`src/rtl/escalonador_alarme_temperatura.sv`:
```
// Round-robin temperature alarm sequencer: one shared threshold comparator,
// per-channel persistence filtering and operator-acknowledged alarm latches.

module escalonador_alarme_canal #(
    parameter int PERSIST = 3
) (
    input  logic clk,
    input  logic rst_n,
    input  logic amostrar,
    input  logic excede,
    input  logic ack,
    output logic alarme_latched,
    output logic alarme_prox
);
    logic [3:0] cnt;
    logic [4:0] cnt_inc;
    logic       set_alarme;

    always_comb begin
        cnt_inc    = {1'b0, cnt} + 5'd1;
        set_alarme = amostrar && excede && (cnt_inc >= 5'(PERSIST));
        // ack only clears channels currently below threshold; a same-cycle set wins
        alarme_prox = set_alarme || (alarme_latched && !(ack && cnt == 4'd0));
    end

    always_ff @(posedge clk or negedge rst_n) begin
        if (!rst_n) begin
            cnt            <= 4'd0;
            alarme_latched <= 1'b0;
        end else begin
            if (amostrar) begin
                if (!excede)
                    cnt <= 4'd0;
                else if (cnt_inc >= 5'(PERSIST))
                    cnt <= 4'(PERSIST);
                else
                    cnt <= cnt_inc[3:0];
            end
            alarme_latched <= alarme_prox;
        end
    end
endmodule

module escalonador_alarme_temperatura #(
    parameter int SCAN_DIV = 4,
    parameter int PERSIST  = 3,
    parameter int LIM_SC   = 40,
    parameter int LIM_S    = 100,
    parameter int LIM_REA  = 300
) (
    input  logic       clk,
    input  logic       rst_n,
    input  logic [7:0] sensTempSC,
    input  logic [7:0] sensTempS1,
    input  logic [7:0] sensTempS2,
    input  logic [7:0] sensTempS3,
    input  logic [7:0] sensTempTubSR,
    input  logic [7:0] sensTempTubSS,
    input  logic [8:0] sensTempRea,
    input  logic       habilitar,
    input  logic       ackAlarme,
    output logic       alarmeSonoroTemperatura,
    output logic [6:0] alarmesLatched,
    output logic [2:0] canalAtual,
    output logic       varreduraCompleta
);
    localparam int NUM_CANAIS = 7;
    localparam int DW = (SCAN_DIV > 1) ? $clog2(SCAN_DIV) : 1;

    logic [DW-1:0]         div_cnt;
    logic                  tick;
    logic [8:0]            valor;
    logic [8:0]            limite;
    logic                  excede;
    logic [NUM_CANAIS-1:0] amostrar;
    logic [NUM_CANAIS-1:0] latched_prox;

    assign tick = habilitar && (div_cnt == DW'(SCAN_DIV - 1));

    // Shared comparator; 8-bit sensors are zero-extended to the 9-bit reactor width
    always_comb begin
        valor  = sensTempRea;
        limite = 9'(LIM_REA);
        case (canalAtual)
            3'd0: begin valor = {1'b0, sensTempSC};    limite = 9'(LIM_SC); end
            3'd1: begin valor = {1'b0, sensTempS1};    limite = 9'(LIM_S);  end
            3'd2: begin valor = {1'b0, sensTempS2};    limite = 9'(LIM_S);  end
            3'd3: begin valor = {1'b0, sensTempS3};    limite = 9'(LIM_S);  end
            3'd4: begin valor = {1'b0, sensTempTubSR}; limite = 9'(LIM_S);  end
            3'd5: begin valor = {1'b0, sensTempTubSS}; limite = 9'(LIM_S);  end
            default: ;
        endcase
        excede = (valor >= limite);
    end

    for (genvar i = 0; i < NUM_CANAIS; i++) begin : g_canal
        assign amostrar[i] = tick && (canalAtual == 3'(i));
        escalonador_alarme_canal #(.PERSIST(PERSIST)) u_canal (
            .clk            (clk),
            .rst_n          (rst_n),
            .amostrar       (amostrar[i]),
            .excede         (excede),
            .ack            (ackAlarme),
            .alarme_latched (alarmesLatched[i]),
            .alarme_prox    (latched_prox[i])
        );
    end

    always_ff @(posedge clk or negedge rst_n) begin
        if (!rst_n) begin
            div_cnt                 <= '0;
            canalAtual              <= 3'd0;
            varreduraCompleta       <= 1'b0;
            alarmeSonoroTemperatura <= 1'b0;
        end else begin
            if (tick) begin
                div_cnt    <= '0;
                canalAtual <= (canalAtual == 3'd6) ? 3'd0 : canalAtual + 3'd1;
            end else if (habilitar) begin
                div_cnt <= div_cnt + DW'(1);
            end
            varreduraCompleta       <= tick && (canalAtual == 3'd6);
            alarmeSonoroTemperatura <= |latched_prox;
        end
    end
endmodule

```
`config.mk`:
```
export PLATFORM = sky130hd
export DESIGN_NAME = escalonador_alarme_temperatura
export DESIGN_NICKNAME = d
export VERILOG_FILES = /design/src/rtl/escalonador_alarme_temperatura.sv
export SDC_FILE = /design/constraint.sdc
export NUM_CORES = 1
export LEC_CHECK = 0
export ABC_CLOCK_PERIOD_IN_PS = 4000
export BUFFER_PORTS_ARGS = -buffer_cell sky130_fd_sc_hd__buf_4
export CAP_MARGIN = 10
export CORE_ASPECT_RATIO = 0.9
export CORE_MARGIN = 4
export CORE_UTILIZATION = 35
export DETAILED_ROUTE_END_ITERATION = 10
export GPL_ROUTABILITY_DRIVEN = 0
export SYNTH_ARGS = -nofsm -noshare
export SYNTH_HDL_FRONTEND = slang
export SYNTH_SLANG_ARGS = --single-unit
```
`constraint.sdc`:
```
create_clock -name clk -period 4 [get_ports clk]
set_input_delay 0.8 -clock clk [delete_from_list [all_inputs] [get_ports clk]]
set_output_delay 0.8 -clock clk [all_outputs]
set_load 0.01 [all_outputs]
```
==> qor.yml, run 1 <==
setup_path:
  crit_path_start_kind: "flip-flop"
  critical_path_class: "flip-flop to flip-flop"
  required_ns: 4.19
  cp.arrival_ns: 3.52
  path_max_fanout: 20
  crit_path_end_kind: "flip-flop"
power_and_ir_drop:
  power.internal_w: 0.00138
  comb_power_share: 0.655
  leakagePower_nw: 1.78
  p_switching_w: 0.00133
  ir_drop_mv: 0.330
  power.share.switching: 0.491
  p_clk_frac: 0.109
  pwr-share-seq: 0.236
  p_per_area_nw_per_um2: 684
floorplan:
  rows: 33
  core_area_um2: 9170
  initial_utilization: 0.360
  die_w_um: 110
  ios: 73
  die_y_um: 100
  dieArea_um2: 11100
synth:
  synth_seq_area_share: 0.318
  synthArstFlopShare: 1.00
  syn_inst: 362
  yosys_most_used_dff: "dfrtp_1"
  synthTopCellsByCount: "dfrtp_1 (42), nor2_1 (29), ha_1 (27)"
  syn_area_per_cell_um2: 9.12
  synth_top_area_frac: 0.318
  yosysMostFrequentCell: "dfrtp_1"
  ys_seq_elements: 42
  ys_types: 74
  synth_largest_area_cell: "dfrtp_1"
  synth_edf_count: 0
  ys_warn_count: 0
  netlist_top_cells_area: "dfrtp_1 (32%), ha_1 (10%), a31oi_1 (3.4%)"
  syn-num-nets: 450
  synth.cell_area_um2: 3300
hold_path:
  min-delay-path-class: "input port to async pin"
clock_tree:
  cts-root-buf: "clkbuf_8"
  cts_setup_buffers: 0
  cts_hold_buf: 0
  cts_max_level: 2
  clk_pin_slew_worst_paths_ns: 0.08
  post_cts_resized: 0
  cts.path.max_buffers: 2
  cts_tree: "done"
  clock-sinks: 42
  clock_latency_ns: 0.30
  cts_buffers: 5
global_route:
  overflow: 0
  grt_pass1_vias: 3036
  grt_antenna_before_repair: 0
  grt_pass1_wl_mm: 14.7
  grt_usage: 0.161
  grt_max_degree: 43
final_layout:
  fin_nets: 510
  area_growth_pct: 19.8
  antennaDiodeCount: 0
  final_area_um2: 3960
  drive_above_1_share: 0.258
  final_cells: 545
sta:
  clock.fmax_mhz: 301
  hold_viol: 0
  slew_headroom: 0.451
  setup_ws_ns: 0.673
  fin_crit_sh: 0.832
  tns_ns: 0
  finalCriticalPeriod_ns: 3.33
  skew_ns: 0.0112
  rsz0062_at_grt: "no"
  tightest_slew_ns: 0.821
  slew_viol_final: 0
  setup_violations: 0
  whs_ns: 0.476
detailed_routing:
  wl_mm: 8.69
  vias: 2994
  drtPass1Iterations: 5
  wl_per_cell_um: 15.9
  viasPerCell: 5.49
  drt_iter0_markers: 82
  drc: 0
  postRouteAntennaNets: 0
placed_design:
  dp_slack_ns: 0.716
  port_buffers: 72
  hpwl_mm: 6.65
  placed_cells: 537
  placed_cell_area_um2: 3870
job:
  drv_cap: 0
run_status:
  status: "complete, no violations"
[per-stage QoR]
| stage | util | power, W |
|---|---|---|
| floorplan | - | 0.00208 |
| global placement | 0.422 | 0.00237 |
| detailed placement | 0.422 | 0.00241 |
| CTS | 0.432 | 0.00272 |
| global route | 0.432 | 0.00296 |
| finish | 0.432 | 0.00271 |
[cells in the final DEF (no fill, tap or decap), types with 3 or more instances in the layout]
cell type,count
a21oi_1,13
a22o_1,3
a22oi_1,3
a31oi_1,18
and2_1,14
and3_1,4
buf_4,77
clkbuf_8,6
dfrtp_1,42
ha_1,27
inv_1,20
mux2i_1,9
nand2_1,19
nand2b_1,3
nand3_1,12
nand3b_1,5
nand4_1,4
nor2_1,29
nor2_2,3
nor2b_1,8
nor3_1,10
nor4_1,4
o21ai_0,17
o21ai_1,3
o22ai_1,3
o31ai_1,3
or3_1,3
[final cells by class]
| cell class | count | area, um2 |
|---|---|---|
| Fill cell | 957 | 5210 |
| Multi-Input combinational cell | 274 | 2000 |
| Sequential cell | 42 | 1050 |
| Timing Repair Buffer | 77 | 578 |
| Tap cell | 122 | 153 |
| Clock buffer | 7 | 86.3 |
| Inverter | 22 | 85.1 |
| Clock inverter | 1 | 5.00 |
[per-layer routing]
layer  up-vias  routed length, um  global-route usage
met5         -                  0                   0
met4         0                 74              0.0398
met3         7                325              0.0325
met2        60               4150               0.269
met1      1467               4130               0.216
li1       1460                  -                   -
[worst max-delay path: stages, from the launching register on]
cell       delay (ns)
dfrtp_1          0.38
and2_1           0.17
ha_1             0.18
and2b_1          0.22
nor2b_2          0.47
a22oi_1          0.12
o221ai_1         0.13
ha_1             0.21
nand2b_1         0.15
a2111oi_4        0.06
o22ai_1          0.29
nand3_2          0.42
o311ai_1         0.41
[logic make-up after synthesis]
| kind of cell | share of synthesized area |
|---|---|
| AND/OR/NAND/NOR | 0.219 |
| AO/OA/AOI/OAI | 0.250 |
| buffers and inverters | 0.0765 |
| flip-flops | 0.318 |
| adder cells (fa/ha/maj) | 0.102 |
| multiplexers | 0.0341 |
[power by group through the flow]
stage          clock (W)  combinational (W)  sequential, W
6_report        0.000295            0.00177       0.000639
5_1_grt         0.000320            0.00198       0.000658
3_3_place_gp           0            0.00173       0.000642
2_1_floorplan          0            0.00144       0.000635
4_1_cts         0.000302            0.00178       0.000639
3_5_place_dp           0            0.00177       0.000646
[sequential cells by signal (all words and copies together) (netlist names)]
register                        flops
g_canal.u_canal.alarme_latched      7
canalAtual                          3
div_cnt                             2
alarmeSonoroTemperatura             1
varreduraCompleta                   1
g_canal.u_canal.cnt                28
[worst paths after layout]
check | from | endpoint | slack (ns) | cells after the start
worst max-delay path | canalAtual[0]$_DFFE_PN0P_ | g_canal[1].u_canal.alarme_latched$_DFF_PN0_ | 0.67 | 12
worst min-delay path | rst_n | varreduraCompleta$_DFF_PN0_ | 0.48 | 1
worst max register to register | canalAtual[0]$_DFFE_PN0P_ | g_canal[1].u_canal.alarme_latched$_DFF_PN0_ | 0.67 | 12
worst min register to register | div_cnt[1]$_DFFE_PN0P_ | div_cnt[1]$_DFFE_PN0P_ | 0.52 | 1
max in group asynchronous | rst_n | canalAtual[2]$_DFFE_PN0P_ | 3.14 | 1
min in group clk | div_cnt[1]$_DFFE_PN0P_ | div_cnt[1]$_DFFE_PN0P_ | 0.52 | 1
No activity file was read; power rests on OpenSTA's default activity.
==> inputs of run 2 (changes only) <==
Settings changed: ABC_CLOCK_PERIOD_IN_PS 4000 to 3300.
Clock period 4 ns to 3.3 ns, I/O delays scaled along.
==> run 2 against run 1 <==
Hold slack got worse by 0.15 ns. Clock skew grew 0.0042 ns. Count of clock-buffer cells in the layout fell by 2. Global-route usage decreased by 0.36 points. Final cell count increased by 0.37%. Cell area grew 0.79%. Critical path depth down 1. Clock power is 20% higher. Critical path type unchanged. Highest routed layer unchanged.
==> qor.yml, run 2 (synthesis gave the netlist of run 1 again) <==
run_status:
  status: "complete, no violations"
floorplan:
  core_area_um2: 9170  # unchanged
  dieArea_um2: 11100  # unchanged
  die_w_um: 110  # unchanged
  ios: 73  # unchanged
  initial_utilization: 0.360  # unchanged
  die_y_um: 100  # unchanged
  rows: 33  # unchanged
final_layout:
  n_fill_cell: 925  # -3.3%
  top_register: "g_canal.u_canal.cnt"
  area_growth_pct: 20.8
  drive_above_1_share: 0.268  # +0.0106
  reg_top3: "g_canal.u_canal.cnt x28, g_canal.u_canal.alarme_latched x7, canalAtual x3"
  fin_nets: 512  # +0.39%
  multi_input_area_um2: 2010  # +0.69%
  seqCellArea_um2: 1050  # +0.12%
  final_common_cell: "buf_4"
  antennaDiodeCount: 0  # unchanged
  final_cells: 547  # +0.37%
  fin_util: 0.435  # +0.00341
  largest_reg_flops: 28  # unchanged
  most-common-layout-cells: "buf_4 (79), dfrtp_1 (41), nor2_1 (29)"
power_and_ir_drop:
  pwr-share-seq: 0.234  # -0.002
  ir_drop_mv: 0.467  # +41%
  leakagePower_nw: 1.79  # +0.36%
  power.total_w: 0.00333  # +23%
  power.internal_w: 0.00169  # +23%
  p_clk_frac: 0.106  # -0.003
  p_switching_w: 0.00164  # +24%
  comb_power_share: 0.660  # +0.005
  power.share.switching: 0.493  # +0.00234
  p_per_area_nw_per_um2: 836  # +22%
clock_tree:
  clk_pin_slew_worst_paths_ns: 0.10  # +0.02 ns
  cts.path.max_buffers: 2  # unchanged
  cts_max_level: 2  # unchanged
  cts_hold_buf: 0  # unchanged
  cts_tree: "done"
  clock_latency_ns: 0.31  # about the same
  cts_buffers: 5  # unchanged
  cts-root-buf: "clkbuf_8"
  clock-sinks: 42  # unchanged
global_route:
  grt_max_degree: 43  # unchanged
  overflow: 0  # unchanged
  grt_pass1_vias: 3015  # -0.69%
  grt_pass1_wl_mm: 14.5  # -1.4%
  grt_usage: 0.158  # -0.00355
  grt_antenna_before_repair: 0  # unchanged
detailed_routing:
  wl_mm: 8.56  # -1.5%
  drt_iter0_markers: 122  # +49%
  vias: 2948  # -1.5%
  wl_per_cell_um: 15.6  # -1.8%
  wl_met1_mm: 4.08  # -1.3%
  drc: 0  # unchanged
  routed.top_layer: "met4"
  routed-wl-met3_um: 311  # -4.3%
  postRouteAntennaNets: 0  # unchanged
  drtPass1Iterations: 4  # -1
  met2_length_mm: 4.01  # -3.5%
  viasPerCell: 5.39  # -1.9%
sta:
  setup_violations: 0  # unchanged
  rsz0062_at_grt: "no"
  slew_viol_final: 0  # unchanged
  tns_ns: 0  # unchanged
  whs_ns: 0.328  # -0.148 ns
  tightest_slew_ns: 0.844  # +0.0230 ns
  hold_viol: 0  # unchanged
  skew_ns: 0.0154  # +0.00418 ns
  slew_headroom: 0.430  # -0.0213
  fin_crit_sh: 0.914  # +0.0828
  clock.fmax_mhz: 331  # +10%
  finalCriticalPeriod_ns: 3.02  # -0.309 ns
setup_path:
  r2r_start: "canalAtual[1]$_DFFE_PN0P_"
  rr_worst_depth: 11  # -1
  r2r-end: "g_canal[6].u_canal.cnt[1]$_DFFE_PN0P_"
  required_ns: 3.46  # -0.73 ns
  crit_path_end_kind: "flip-flop"
  crit_path_start_kind: "flip-flop"
  critPathSlowestCell: "a31oi_4"
  slowest_delay_ns: 0.45  # -0.02 ns
  cp.arrival_ns: 3.18  # -0.34 ns
  critical_path_class: "flip-flop to flip-flop"
  reg2reg_slack_ns: 0.28  # -0.39 ns
  path_max_fanout: 16  # -20%
  crit_chain: "and2_1, ha_1, and2b_1, nor2b_2, buf_4, and2_1, ha_1, and3_1, o221a_4, a31oi_4, a31oi_1"
placed_design:
  hpwl_mm: 6.60  # -0.87%
  placed_cells: 539  # +0.37%
  port_buffers: 72  # unchanged
hold_path:
  min-delay-path-class: "input port to async pin"
job:
  drv_cap: 0  # unchanged
run 2: what timing repair did:
| item | CTS | global route |
|---|---|---|
| endpoints found under the setup margin | 0 | 12 |
| gates resized for setup | 0 | 1 |
| setup buffers | 0 | 0 |
run 2: power by group through the flow:
stage          Clock, W  Combinational (W)  Sequential, W
3_5_place_dp          0            0.00217       0.000788
3_3_place_gp          0            0.00214       0.000781
6_report       0.000353            0.00220       0.000780
2_1_floorplan         0            0.00178       0.000771
5_1_grt        0.000384            0.00246       0.000802
4_1_cts        0.000360            0.00219       0.000779
run 2: layer usage:
metal,global-route usage,up-vias
li1,-,1462
met1,0.213,1401
met2,0.261,71
met3,0.0301,14
met4,0.0426,0
met5,0,-
run 2: layout make-up:
class / count / area share
inverters: 22 / 0.0213
multi-input cells: 274 / 0.505
well taps: 122 / 0.0383
flip-flops and latches: 42 / 0.264
clock inverters: 3 / 0.00596
repair buffers: 79 / 0.149
clock buffers: 5 / 0.0173
run 2: worst max path at each step:
stage / slack, ns / end / start / cells past startpoint
after floorplan: 0.01 / g_canal[3].u_canal.alarme_latched$_DFF_PN0_ / canalAtual[1]$_DFFE_PN0P_ / 18
final: 0.28 / g_canal[6].u_canal.cnt[1]$_DFFE_PN0P_ / canalAtual[1]$_DFFE_PN0P_ / 11
after global routing: 0.02 / g_canal[4].u_canal.cnt[0]$_DFFE_PN0P_ / canalAtual[2]$_DFFE_PN0P_ / 11
after global placement: 0.35 / g_canal[4].u_canal.alarme_latched$_DFF_PN0_ / canalAtual[2]$_DFFE_PN0P_ / 12
after CTS: 0.21 / g_canal[0].u_canal.alarme_latched$_DFF_PN0_ / canalAtual[1]$_DFFE_PN0P_ / 12
after detailed placement: 0.21 / g_canal[0].u_canal.alarme_latched$_DFF_PN0_ / canalAtual[1]$_DFFE_PN0P_ / 12
run 2: stage by stage:
step / cell area (um2) / setup WS, ns
6_report: 3990 / 0.282
5_1_grt: 3990 / 0.0220
4_1_cts: 3980 / 0.208
3_5_place_dp: 3890 / 0.215
3_3_place_gp: 3890 / 0.350
2_1_floorplan: 3320 / 0.0122
run 2: critical path, delay by kind of cell, from the launching register on:
family,cells,cell delay [ns]
AO/OA/AOI/OAI,3,0.77
adder cells (fa/ha/maj),2,0.47
buffers and inverters,1,0.20
flip-flops,1,0.41
AND/OR/NAND/NOR,5,1.03
==> inputs of run 3 (changes only) <==
Settings changed: ABC_AREA set to 1.
==> run 3 against run 2 <==
Routed wire length down 13%. Largest power group unchanged. Highest routed layer unchanged. Critical endpoint is now alarmeSonoroTemperatura$_DFF_PN0_. Die area shrank 10%. Sequential share of layout area up 2.4 points. Largest cell class unchanged.
==> qor.yml, run 3 <==
run_status:
  status: "complete, no violations"
floorplan:
  rows: 31  # -6.1%
  ios: 73  # unchanged
  initial_utilization: 0.363  # +0.00312
  die_w_um: 105  # -5.1%
  die_y_um: 95.0  # -5.1%
  dieArea_um2: 9950  # -10%
  core_area_um2: 8110  # -12%
clock_tree:
  clock-sinks: 42  # unchanged
  cts_tree: "done"
  cts_setup_buffers: 0  # unchanged
  cts_hold_buf: 0  # unchanged
  clk_pin_slew_worst_paths_ns: 0.09  # about the same
  cts_buffers: 5  # unchanged
  cts_max_level: 2  # unchanged
  cts-root-buf: "clkbuf_8"
  cts.path.max_buffers: 2  # unchanged
  clock_latency_ns: 0.30  # about the same
global_route:
  grt_pass1_vias: 2681  # -11%
  grt_antenna_before_repair: 0  # unchanged
  grt_busiest_layer: "met2"
  grt_max_degree: 43  # unchanged
  use_met1: 0.191  # -0.0218
  grt_usage: 0.154  # -0.00408
  overflow: 0  # unchanged
  use_met2: 0.263  # +0.00271
  grtUsageMet3: 0.0406  # +0.0105
  grt_pass1_wl_mm: 12.4  # -14%
hold_path:
  min-delay-path-class: "input port to async pin"
synth:
  syn-num-nets: 468  # +4.0%
  synthArstFlopShare: 1.00  # unchanged
  yosysMostFrequentCell: "nand2_1"
  ys_warn_count: 0  # unchanged
  syn_inst: 380  # +5.0%
  yosys_most_used_dff: "dfrtp_1"
  synth.cell_area_um2: 2950  # -11%
  netlist_top_cells_area: "dfrtp_1 (36%), ha_1 (11%), nand2_1 (10%)"
  synth_seq_area_share: 0.357  # +0.0385
  syn_area_per_cell_um2: 7.75  # -15%
  synth_largest_area_cell: "dfrtp_1"
  ys_seq_elements: 42  # unchanged
  synth_top_area_frac: 0.357  # +0.0385
  synthTopCellsByCount: "nand2_1 (79), inv_1 (55), nor2_1 (48)"
  synth_edf_count: 0  # unchanged
  ys_types: 32  # -57%
placed_design:
  port_buffers: 72  # unchanged
  hpwl_mm: 5.87  # -11%
sta:
  setup_violations: 0  # unchanged
  hold_viol: 0  # unchanged
  rsz0062_at_grt: "no"
  fin_crit_sh: 0.894  # -0.0202
  slew_headroom: 0.637  # +0.207
  tns_ns: 0  # unchanged
  clock.fmax_mhz: 339  # +2.3%
  skew_ns: 0.0130  # -0.00239 ns
  slew_viol_final: 0  # unchanged
  tightest_slew_ns: 0.543  # -0.301 ns
  finalCriticalPeriod_ns: 2.95  # -0.0666 ns
  whs_ns: 0.329  # +0.000825 ns
power_and_ir_drop:
  ir_drop_mv: 0.318  # -32%
  leakagePower_nw: 1.98  # +10%
  power.total_w: 0.00306  # -8.3%
  p_per_area_nw_per_um2: 838  # +0.27%
setup_path:
  cp.arrival_ns: 3.14  # -0.04 ns
  crit_path_start_kind: "flip-flop"
  path_max_fanout: 14  # -2
  critical_path_class: "flip-flop to flip-flop"
  crit_path_end_kind: "flip-flop"
  required_ns: 3.49  # +0.03 ns
final_layout:
  reg_top3: "g_canal.u_canal.cnt x28, g_canal.u_canal.alarme_latched x7, canalAtual x3"
  final_common_cell: "nand2_1"
  drive_above_1_share: 0.247  # -0.0210
  most-common-layout-cells: "nand2_1 (79), buf_4 (77), inv_1 (55)"
  antennaDiodeCount: 0  # unchanged
  largest_reg_flops: 28  # unchanged
  fin_util: 0.450  # +0.0148
  top_register: "g_canal.u_canal.cnt"
  n_fill_cell: 822  # -11%
  area_growth_pct: 23.8
  fin_nets: 540  # +5.5%
detailed_routing:
  wl_mm: 7.43  # -13%
  vias: 2686  # -8.9%
  viasPerCell: 4.87  # -9.7%
  drtPass1Iterations: 4  # unchanged
  postRouteAntennaNets: 0  # unchanged
  drt_iter0_markers: 124  # +1.6%
  wl_per_cell_um: 13.5  # -14%
  drc: 0  # unchanged
job:
  drv_cap: 0  # unchanged
## run 3: area by class of cell
type	instances	area (um2)	area share
Multi-Input combinational cell	267	1580	0.432
Sequential cell	42	1050	0.288
Timing Repair Buffer	77	578	0.158
Inverter	59	226	0.0621
Tap cell	99	124	0.0340
Clock buffer	5	68.8	0.0189
Clock inverter	3	23.8	0.00652
## run 3: final timing paths
| path | from | end | slack (ns) | depth (start not counted) |
|---|---|---|---|---|
| setup / recovery | canalAtual[2]$_DFFE_PN0P_ | alarmeSonoroTemperatura$_DFF_PN0_ | 0.35 | 19 |
| hold / removal | rst_n | g_canal[0].u_canal.cnt[1]$_DFFE_PN0P_ | 0.33 | 1 |
| setup reg to reg | canalAtual[2]$_DFFE_PN0P_ | alarmeSonoroTemperatura$_DFF_PN0_ | 0.35 | 19 |
| hold reg to reg | g_canal[0].u_canal.cnt[2]$_DFFE_PN0P_ | g_canal[0].u_canal.cnt[2]$_DFFE_PN0P_ | 0.50 | 2 |
| max in group asynchronous | rst_n | g_canal[5].u_canal.cnt[1]$_DFFE_PN0P_ | 2.59 | 1 |
| min in group clk | g_canal[0].u_canal.cnt[2]$_DFFE_PN0P_ | g_canal[0].u_canal.cnt[2]$_DFFE_PN0P_ | 0.50 | 2 |
## run 3: through the flow
stage	setup WS [ns]	std cells	instance area, um2
after CTS	0.174	552	3640
after detailed placement	0.182	544	3550
after global routing	0.00229	552	3650
after floorplan	0.516	380	2950
final	0.349	552	3650
after global placement	0.293	544	3550
## run 3: critical path: stages, from the launching register on
cell and delay (ns):
dfrtp_1 0.39, inv_2 0.13, ha_1 0.35, nor2_4 0.09, nand2_8 0.09, inv_6 0.05, a22o_1 0.17, a2111oi_1 0.30
ha_1 0.21, inv_1 0.04, a21oi_1 0.11, nand4_1 0.11, nand3b_1 0.15, nand3_4 0.19, nand3_1 0.12, nand2_1 0.07
inv_1 0.06, nand2_1 0.05, nor2_1 0.09, nand2_1 0.05
## run 3: kinds of logic after synthesis
family,share of synthesized area
AOI/OAI and AO/OA,0.115
and+or+nand+nor,0.299
buffers and inverters,0.112
DFF,0.357
adders and majority gates,0.115
muxes,0.00382
## run 3: timing repair
action | in CTS | in global routing
gates resized for setup | 0 | 2
endpoints found under the setup margin | 0 | 10
endpoints found under the hold margin | 0 | 0
## run 3: report_power, final
part | internal [W] | switching [W] | total [W]
registers | 0.000700 | 0.000115 | 0.000815
clock network | 0.000151 | 0.000187 | 0.000339
logic | 0.000739 | 0.00116 | 0.00190
total | 0.00159 | 0.00147 | 0.00306
## run 3: metal layers
metal / share of wire / wire (um) / vias to the layer above
li1: - / - / 1386
met1: 0.46 / 3440 / 1219
met2: 0.46 / 3380 / 70
met3: 0.064 / 473 / 11
met4: 0.017 / 128 / 0
met5: 0 / 0 / -
